$ cat src/rtl/dec_pkg.sv
// Shared types and helpers for the registered N-to-2^N decoder.
// Build option DECODER_ACTIVE_LOW_EN lives in decoder_scan_n; nothing here depends on it.
package dec_pkg;

    localparam int DEF_IN_W = 3;

    typedef logic [1:0] state_t;

    localparam state_t ST_IDLE   = 2'd0;
    localparam state_t ST_DIRECT = 2'd1;
    localparam state_t ST_SCAN   = 2'd2;

    // Widest legal decode is 6 -> 64 lines; callers truncate to their own width.
    function automatic logic [63:0] onehot(input logic [5:0] code);
        return 64'd1 << code;
    endfunction

endpackage

$ cat src/rtl/scan_divider.sv
// Free-running divider for the scan mode: tick marks the terminal count 0..SCAN_DIV-1.
// clr holds the count at zero and suppresses tick.
module scan_divider #(
    parameter int SCAN_DIV = 50_000
) (
    input  logic sys_clk,
    input  logic sys_rst_n,
    input  logic clr,
    output logic tick
);

    localparam int CW = (SCAN_DIV > 1) ? $clog2(SCAN_DIV) : 1;
    localparam logic [CW-1:0] TC = CW'(SCAN_DIV - 1);

    logic [CW-1:0] cnt_q, cnt_d;

    always_comb begin
        cnt_d = cnt_q;
        tick  = 1'b0;
        if (clr) begin
            cnt_d = '0;
        end else if (cnt_q == TC) begin
            cnt_d = '0;
            tick  = 1'b1;
        end else begin
            cnt_d = cnt_q + 1'b1;
        end
    end

    always_ff @(posedge sys_clk) begin
        if (!sys_rst_n) cnt_q <= '0;
        else            cnt_q <= cnt_d;
    end

endmodule

$ cat src/rtl/decoder_scan_n.sv
// Registered one-hot decoder with direct (valid-qualified) and auto-scan modes.
// Define DECODER_ACTIVE_LOW_EN to drive out inverted (74HC138 style, idle = all ones).
module decoder_scan_n
    import dec_pkg::*;
#(
    parameter int IN_W     = DEF_IN_W,
    parameter int SCAN_DIV = 50_000
) (
    input  logic                   sys_clk,
    input  logic                   sys_rst_n,
    input  logic                   en,
    input  logic                   mode,
    input  logic                   in_valid,
    input  logic [IN_W-1:0]        in_code,
    output logic [(1<<IN_W)-1:0]   out,
    output logic                   out_valid,
    output logic [IN_W-1:0]        scan_idx,
    output logic                   scan_tick
);

    // state  | meaning
    // IDLE   | disabled; outputs cleared, scan position forgotten
    // DIRECT | decode in_code on each in_valid, hold otherwise
    // SCAN   | step the active line every SCAN_DIV cycles, wrapping

    localparam int OUT_W = 2 ** IN_W;

    state_t            state_q, state_d;
    logic [OUT_W-1:0]  oh_q, oh_d;
    logic              vld_q, vld_d;
    logic [IN_W-1:0]   idx_q, idx_d;
    logic              tick_q, tick_d;
    logic              div_clr;
    logic              advance;

    always_comb begin
        if (!en)       state_d = ST_IDLE;
        else if (mode) state_d = ST_SCAN;
        else           state_d = ST_DIRECT;
    end

    // Divider only runs while staying in SCAN, so every entry restarts it from 0.
    assign div_clr = !((state_q == ST_SCAN) && (state_d == ST_SCAN));

    scan_divider #(.SCAN_DIV(SCAN_DIV)) u_div (
        .sys_clk   (sys_clk),
        .sys_rst_n (sys_rst_n),
        .clr       (div_clr),
        .tick      (advance)
    );

    always_comb begin
        oh_d   = oh_q;
        vld_d  = 1'b0;
        idx_d  = idx_q;
        tick_d = 1'b0;
        case (state_d)
            ST_DIRECT: begin
                idx_d = '0;
                // A valid on the entry edge is decoded rather than cleared.
                if (in_valid) begin
                    oh_d  = OUT_W'(onehot(6'(in_code)));
                    vld_d = 1'b1;
                end else if (state_q != ST_DIRECT) begin
                    oh_d = '0;
                end
            end
            ST_SCAN: begin
                if (state_q != ST_SCAN) begin
                    idx_d = '0;
                    oh_d  = OUT_W'(1);
                end else if (advance) begin
                    idx_d  = idx_q + 1'b1;
                    oh_d   = OUT_W'(onehot(6'(idx_d)));
                    tick_d = 1'b1;
                end
            end
            default: begin
                oh_d  = '0;
                idx_d = '0;
            end
        endcase
    end

    always_ff @(posedge sys_clk) begin
        if (!sys_rst_n) begin
            state_q <= ST_IDLE;
            oh_q    <= '0;
            vld_q   <= 1'b0;
            idx_q   <= '0;
            tick_q  <= 1'b0;
        end else begin
            state_q <= state_d;
            oh_q    <= oh_d;
            vld_q   <= vld_d;
            idx_q   <= idx_d;
            tick_q  <= tick_d;
        end
    end

`ifdef DECODER_ACTIVE_LOW_EN
    assign out = ~oh_q;
`else
    assign out = oh_q;
`endif
    assign out_valid = vld_q;
    assign scan_idx  = idx_q;
    assign scan_tick = tick_q;

endmodule

$ cat config.mk
export PLATFORM = sky130hd
export DESIGN_NAME = decoder_scan_n
export DESIGN_NICKNAME = d
export VERILOG_FILES = /design/src/rtl/dec_pkg.sv /design/src/rtl/scan_divider.sv /design/src/rtl/decoder_scan_n.sv
export SDC_FILE = /design/constraint.sdc
export NUM_CORES = 1
export LEC_CHECK = 0
export BUFFER_PORTS_ARGS = -buffer_cell sky130_fd_sc_hd__buf_4
export CORE_ASPECT_RATIO = 0.75
export CORE_MARGIN = 2
export CORE_UTILIZATION = 42
export DETAILED_ROUTE_END_ITERATION = 7
export PLACE_DENSITY = 0.75
export RECOVER_POWER = 25
export SLEW_MARGIN = 10
export SYNTH_ARGS = -nofsm -noshare
export SYNTH_HDL_FRONTEND = slang
export SYNTH_SLANG_ARGS = --single-unit
$ cat constraint.sdc
create_clock -name sys_clk -period 2 [get_ports sys_clk]
set_input_delay 0 -clock sys_clk [delete_from_list [all_inputs] [get_ports sys_clk]]
set_output_delay 0 -clock sys_clk [all_outputs]
set_load 0.02 [all_outputs]
## Word level (Yosys, flattened, before mapping)

Index checks and enable logic that the tools add are counted.

| operators by class | value |
|---|---|
| add/sub/neg operators | 2 |
| equal/unequal tests | 8 |
| shifts and indexed selects | 2 |
| mux-type cells | 11 |
| bitwise operators | 3 |
| reductions and logical operators | 5 |

Operator list:

| operator | count |
|---|---|
| 2-to-1 mux 8 bit | 4 |
| adder 16 x 1 -> 16 bit, second input constant | 1 |
| == test 16 bit, second input constant | 1 |
| case mux 8 bit (2 select lines) | 1 |
| left shift 1 x 3 -> 8 bit, first input constant | 2 |
| OR reduction 3 bit | 2 |
| == test 2 bit, second input constant | 2 |
| 2-to-1 mux 1 bit | 4 |
| 2-to-1 mux 2 bit | 2 |
| AND reduction 2 bit | 2 |
| adder 3 x 1 -> 3 bit, second input constant | 1 |
| inequality test 3 x 2 -> 1 bit, second input constant | 1 |
| inequality test 3 bit, second input constant | 1 |
| NOT 1 bit | 3 |
| == test 2 x 1 -> 1 bit, second input constant | 1 |
| inequality test 2 x 1 -> 1 bit, second input constant | 1 |
| inequality test 2 bit, second input constant | 1 |
| logical AND 1 bit | 1 |

| storage, ports and cells | value |
|---|---|
| register bits after elaboration | 31 |
| input port bits | 8 |
| output and inout port bits | 13 |
| word-level logic and storage cells | 37 |

## Longest topological paths before layout

| depth | value |
|---|---|
| depth in word-level cells | 8 |
| mapped depth | 6 |
| gate-level depth less buffers | 6 |

## Cells and area by module

From an unflattened synthesis, not the netlist that was laid out.

| second synthesis, totals | value |
|---|---|
| cell total of the unflattened synthesis | 166 |
| area, all modules | 1557.7 um^2 |

By module, submodules not included:

| module | instances | cells an instance | area an instance (um^2) | sequential area each (um^2) |
|---|---|---|---|---|
| decoder_scan_n | 1 | 85 | 795.8 | 300.3 |
| scan_divider | 1 | 81 | 762.0 | 320.3 |

## Worst setup path after synthesis

OpenSTA, ideal clock, no wires.

| timing | value |
|---|---|
| path kind | reg-to-reg |
| from | reg u_div.cnt_q[13] |
| to | reg idx_q[2] (netlist: scan_idx[2]) |
| library setup time | 70 ps |
| arrival | 1981 ps |
| required time | 1930 ps |
| slack | -51 ps |
| cell stages (with the launch flop) | 5 |
| buffers on the path | 0 |
| clock period less this slack | 2051 ps |
| path through | dfxtp_1 -> or4_1 -> or4_4 -> or4_1 -> a21oi_1 |

| on the way | value |
|---|---|
| longest elaborated chain between the ends | 3 |

Ends and longest elaborated chain:

| item | RTL line | source |
|---|---|---|
| from (decl) | scan_divider.sv:15 | `logic [CW-1:0] cnt_q, cnt_d;` |
| from (signal assigned) | scan_divider.sv:32 | `else cnt_q <= cnt_d;` |
| == test 16 bit | scan_divider.sv:22 | `end else if (cnt_q == TC) begin` |
| 2-to-1 mux 1 bit | scan_divider.sv:22 |  |
| 2-to-1 mux 1 bit | scan_divider.sv:20 | `if (clr) begin` |
| to (signal assigned) | decoder_scan_n.sv:96 | `idx_q <= idx_d;` |
| to (decl) | decoder_scan_n.sv:31 | `logic [IN_W-1:0] idx_q, idx_d;` |

Every way passes these cells.
A chain may end at the register's enable or synchronous reset.

## Worst setup path in the final report

Ends and elaborated chain as after synthesis.

==> impl_metrics.ini <==
[pwr]
p_clk_share_pct = 44.7
power.internal_uw = 956
p_leak_nw = 0.697
powerDensity_mw_per_mm2 = 633
switchingPower_uw = 262
ir_drop_mv = 0.550
combPwrFrac_pct = 4.1
p_seq_share_pct = 51.2
p_sw_share_pct = 21.5

[final_layout]
final_common_cell = dfxtp_1
fin_util_pct = 57.0
nets = 227
design_area_mm2 = 0.00192
drive_gt1_share_pct = 20.1
fin_cells = 254
syn_to_final_growth_pct = 26.8
num_antenna_cells = 0
layout_common_cells = dfxtp_1 (29), buf_4 (27), nor2_1 (20), nand2_1 (16), xnor2_1 (11)

[status]
violations = setup timing
status = finished with violations

[logic_synthesis]
synth-simple-area-share_pct = 30.7
syn-num-nets = 187
ys_ff_latch = 31
synthXorXnorAreaFrac_pct = 8.66
synth_mux_area_share_pct = 5.28
ys_warn_count = 0
syn_area_mm2 = 0.00152
synth_top_family_by_area = simple AND/OR/NAND/NOR gates
synth_seq_area_share_pct = 40.9
avgSynthCellArea_um2 = 8.77
synthAdderAreaFrac_pct = 4.95
synth_compound_area_share_pct = 7.01
ys_types = 31
synthCells = 173

[timing]
setup_viol = 1
worst_pin_slew_ns = 0.683
min_period_over_period_pct = 102
max_freq_mhz = 489
tns_ns = -0.0466
slew_headroom_pct = 54.5
hold_viol = 0
rsz0062_at_grt = true
period_needed_ns = 2.05
clock-skew-final_ns = 0.00496
slew_violations = 0
fin_ws_ns = -0.0466

[worst_setup_path]
arrival_ns = 2.27
critical_path.max_fanout = 2
r2r-end = scan_idx[2]
crit_type = reg2reg
cp-start-kind = flip-flop
endpoint_kind = flip-flop
worstReg2RegStart = u_div.cnt_q[13]
reg2reg_slack_ns = -0.05
r2r_cells = 4
crit_required_ns = 2.22

[routing]
dr.pass1.iters = 4
drt_iter0_drc = 101
drc = 0
drt_wl_total_mm = 3.23
ant_nets = 0
post_drt_wl_per_cell_um = 12.7
vias_per_cell = 5.27
vias = 1339

[clock_tree]
worstSkewPairLatency_ns = 0.29
cts_buffer_depth = 2
root_buffer = clkbuf_8
cts_buffers = 5
cts_num_sinks = 31
cts_setup_buffers = 0
cts_tree = built
htreeDepth = 2
clkTransAtPathRegs_ns = 0.06

[floorplan]
coreArea_mm2 = 0.00338
die_w_um = 73.4
die_area_mm2 = 0.00412
ios = 21
rows = 18
initial_core_util_pct = 44.9
die_h_um = 56.1

[grt]
antenna_found_initial = 0
grt_pass1_wl_mm = 5.44
grt_overflow = 0
grt_max_degree = 20
grt_pass1_vias = 1228
grt_usage_pct = 17.4

[worst_hold_path]
holdPathEnd = state_q[1]
min-delay-path-class = in2reg
min_path_cells = 2
hold_start = en

[placed_design]
dp_hpwl_mm = 2.30
gp_congestion = 0.828
dpl_cell_area_mm2 = 0.00183
dp.cells = 245
io_buffers = 20

[flow_run]
maxCapViolCount = 0
[synth_stat cells (all sizes together)]
cell type  number  share of area (%)
nor2           20                4.9
nor4            2               0.82
o21ai           9                3.0
nand4           4                1.6
nand3           9                3.0
mux2i           8                5.3
or4             4                2.2
nand4bb         1               0.74
nand2          16                4.0
nor2b           2               0.82
buf             1               0.33
xor2            4                2.3
nor3b           5                2.5
and2            1               0.41
clkbuf          2               0.49
ha              6                4.9
o31ai           2               0.99
o32ai           3                1.7
xnor2          11                6.3
and4b           1               0.66
dfxtp          31                 41
a21oi           4                1.3
and3            9                3.7
nor3            4                1.3
nand4b          3                1.7
or3             1               0.41
or4bb           1               0.99
or2             2               0.82
inv             7                1.7
[worst max-delay path by stage]
stage                          startpoint     endpoint  slack [ns]  depth (start not counted)
after CTS                  u_div.cnt_q[5]  scan_idx[2]       -0.03                          4
after global routing      u_div.cnt_q[13]  scan_idx[2]       -0.06                          4
final                     u_div.cnt_q[13]  scan_idx[2]       -0.05                          4
after floorplan            u_div.cnt_q[5]  scan_idx[2]       -0.03                          4
after detailed placement  u_div.cnt_q[15]  scan_idx[2]       -0.03                          4
after global placement    u_div.cnt_q[15]  scan_idx[2]       0.003                          4
[cell type report]
| type | instances | area, um2 |
|---|---|---|
| Clock buffer | 8 | 100 |
| Fill cell | 303 | 1450 |
| Inverter | 7 | 26.3 |
| Multi-Input combinational cell | 132 | 866 |
| Sequential cell | 31 | 623 |
| Tap cell | 40 | 50.0 |
| Timing Repair Buffer | 36 | 259 |
[per-layer routing]
metal	share of wire (%)	GRT usage [%]	up-vias
met2	45	25.9	39
li1	-	-	690
met4	2.0	9.87	0
met3	5.1	5.80	7
met5	0	0	-
met1	47	21.8	603
[logic make-up (layout without fill, tap and decap cells)]
family / after synthesis / in the layout
adder cells (fa/ha/maj): 6 / 6
XOR/XNOR: 15 / 15
multiplexers: 8 / 8
AND/OR/NAND/NOR: 85 / 85
AO/OA/AOI/OAI: 18 / 18
flip-flops: 31 / 31
buffers and inverters: 10 / 51
[timing repair]
item,in CTS,in global routing
hold endpoints to repair,1,0
endpoints found under the setup margin,1,17
hold buffers,1,0
pin swaps,0,2
gates resized for setup,2,1
[power by group through the flow]
stage	registers [mW]	clock network [mW]	logic, mW
global route	0.624	0.590	0.0548
finish	0.624	0.544	0.0501
global placement	0.638	0	0.0509
floorplan	0.641	0	0.0222
CTS	0.624	0.559	0.0533
detailed placement	0.638	0	0.0515
[sequential cells by signal, summed over array words and instances, names as in the netlist]
register / flops
scan_idx: 3
out: 8
scan_tick: 1
out_valid: 1
state_q: 2
u_div.cnt_q: 16
[per-stage QoR]
stage	setup slack, ns	power, mW	hold slack [ns]
after floorplan	-0.0308	0.663	0.146
after global placement	0.00274	0.689	0.268
final	-0.0466	1.22	0.0722
after CTS	-0.0348	1.24	0.0540
after global routing	-0.0648	1.27	0.0720
after detailed placement	-0.0334	0.690	0.271
[critical path, cell delays in order, from the launching register on]
cell,delay (ns)
dfxtp_1,0.32
or4_4,0.54
or4_4,0.52
or4_1,0.47
a21oi_1,0.14
No activity file was read; power rests on OpenSTA's default activity.
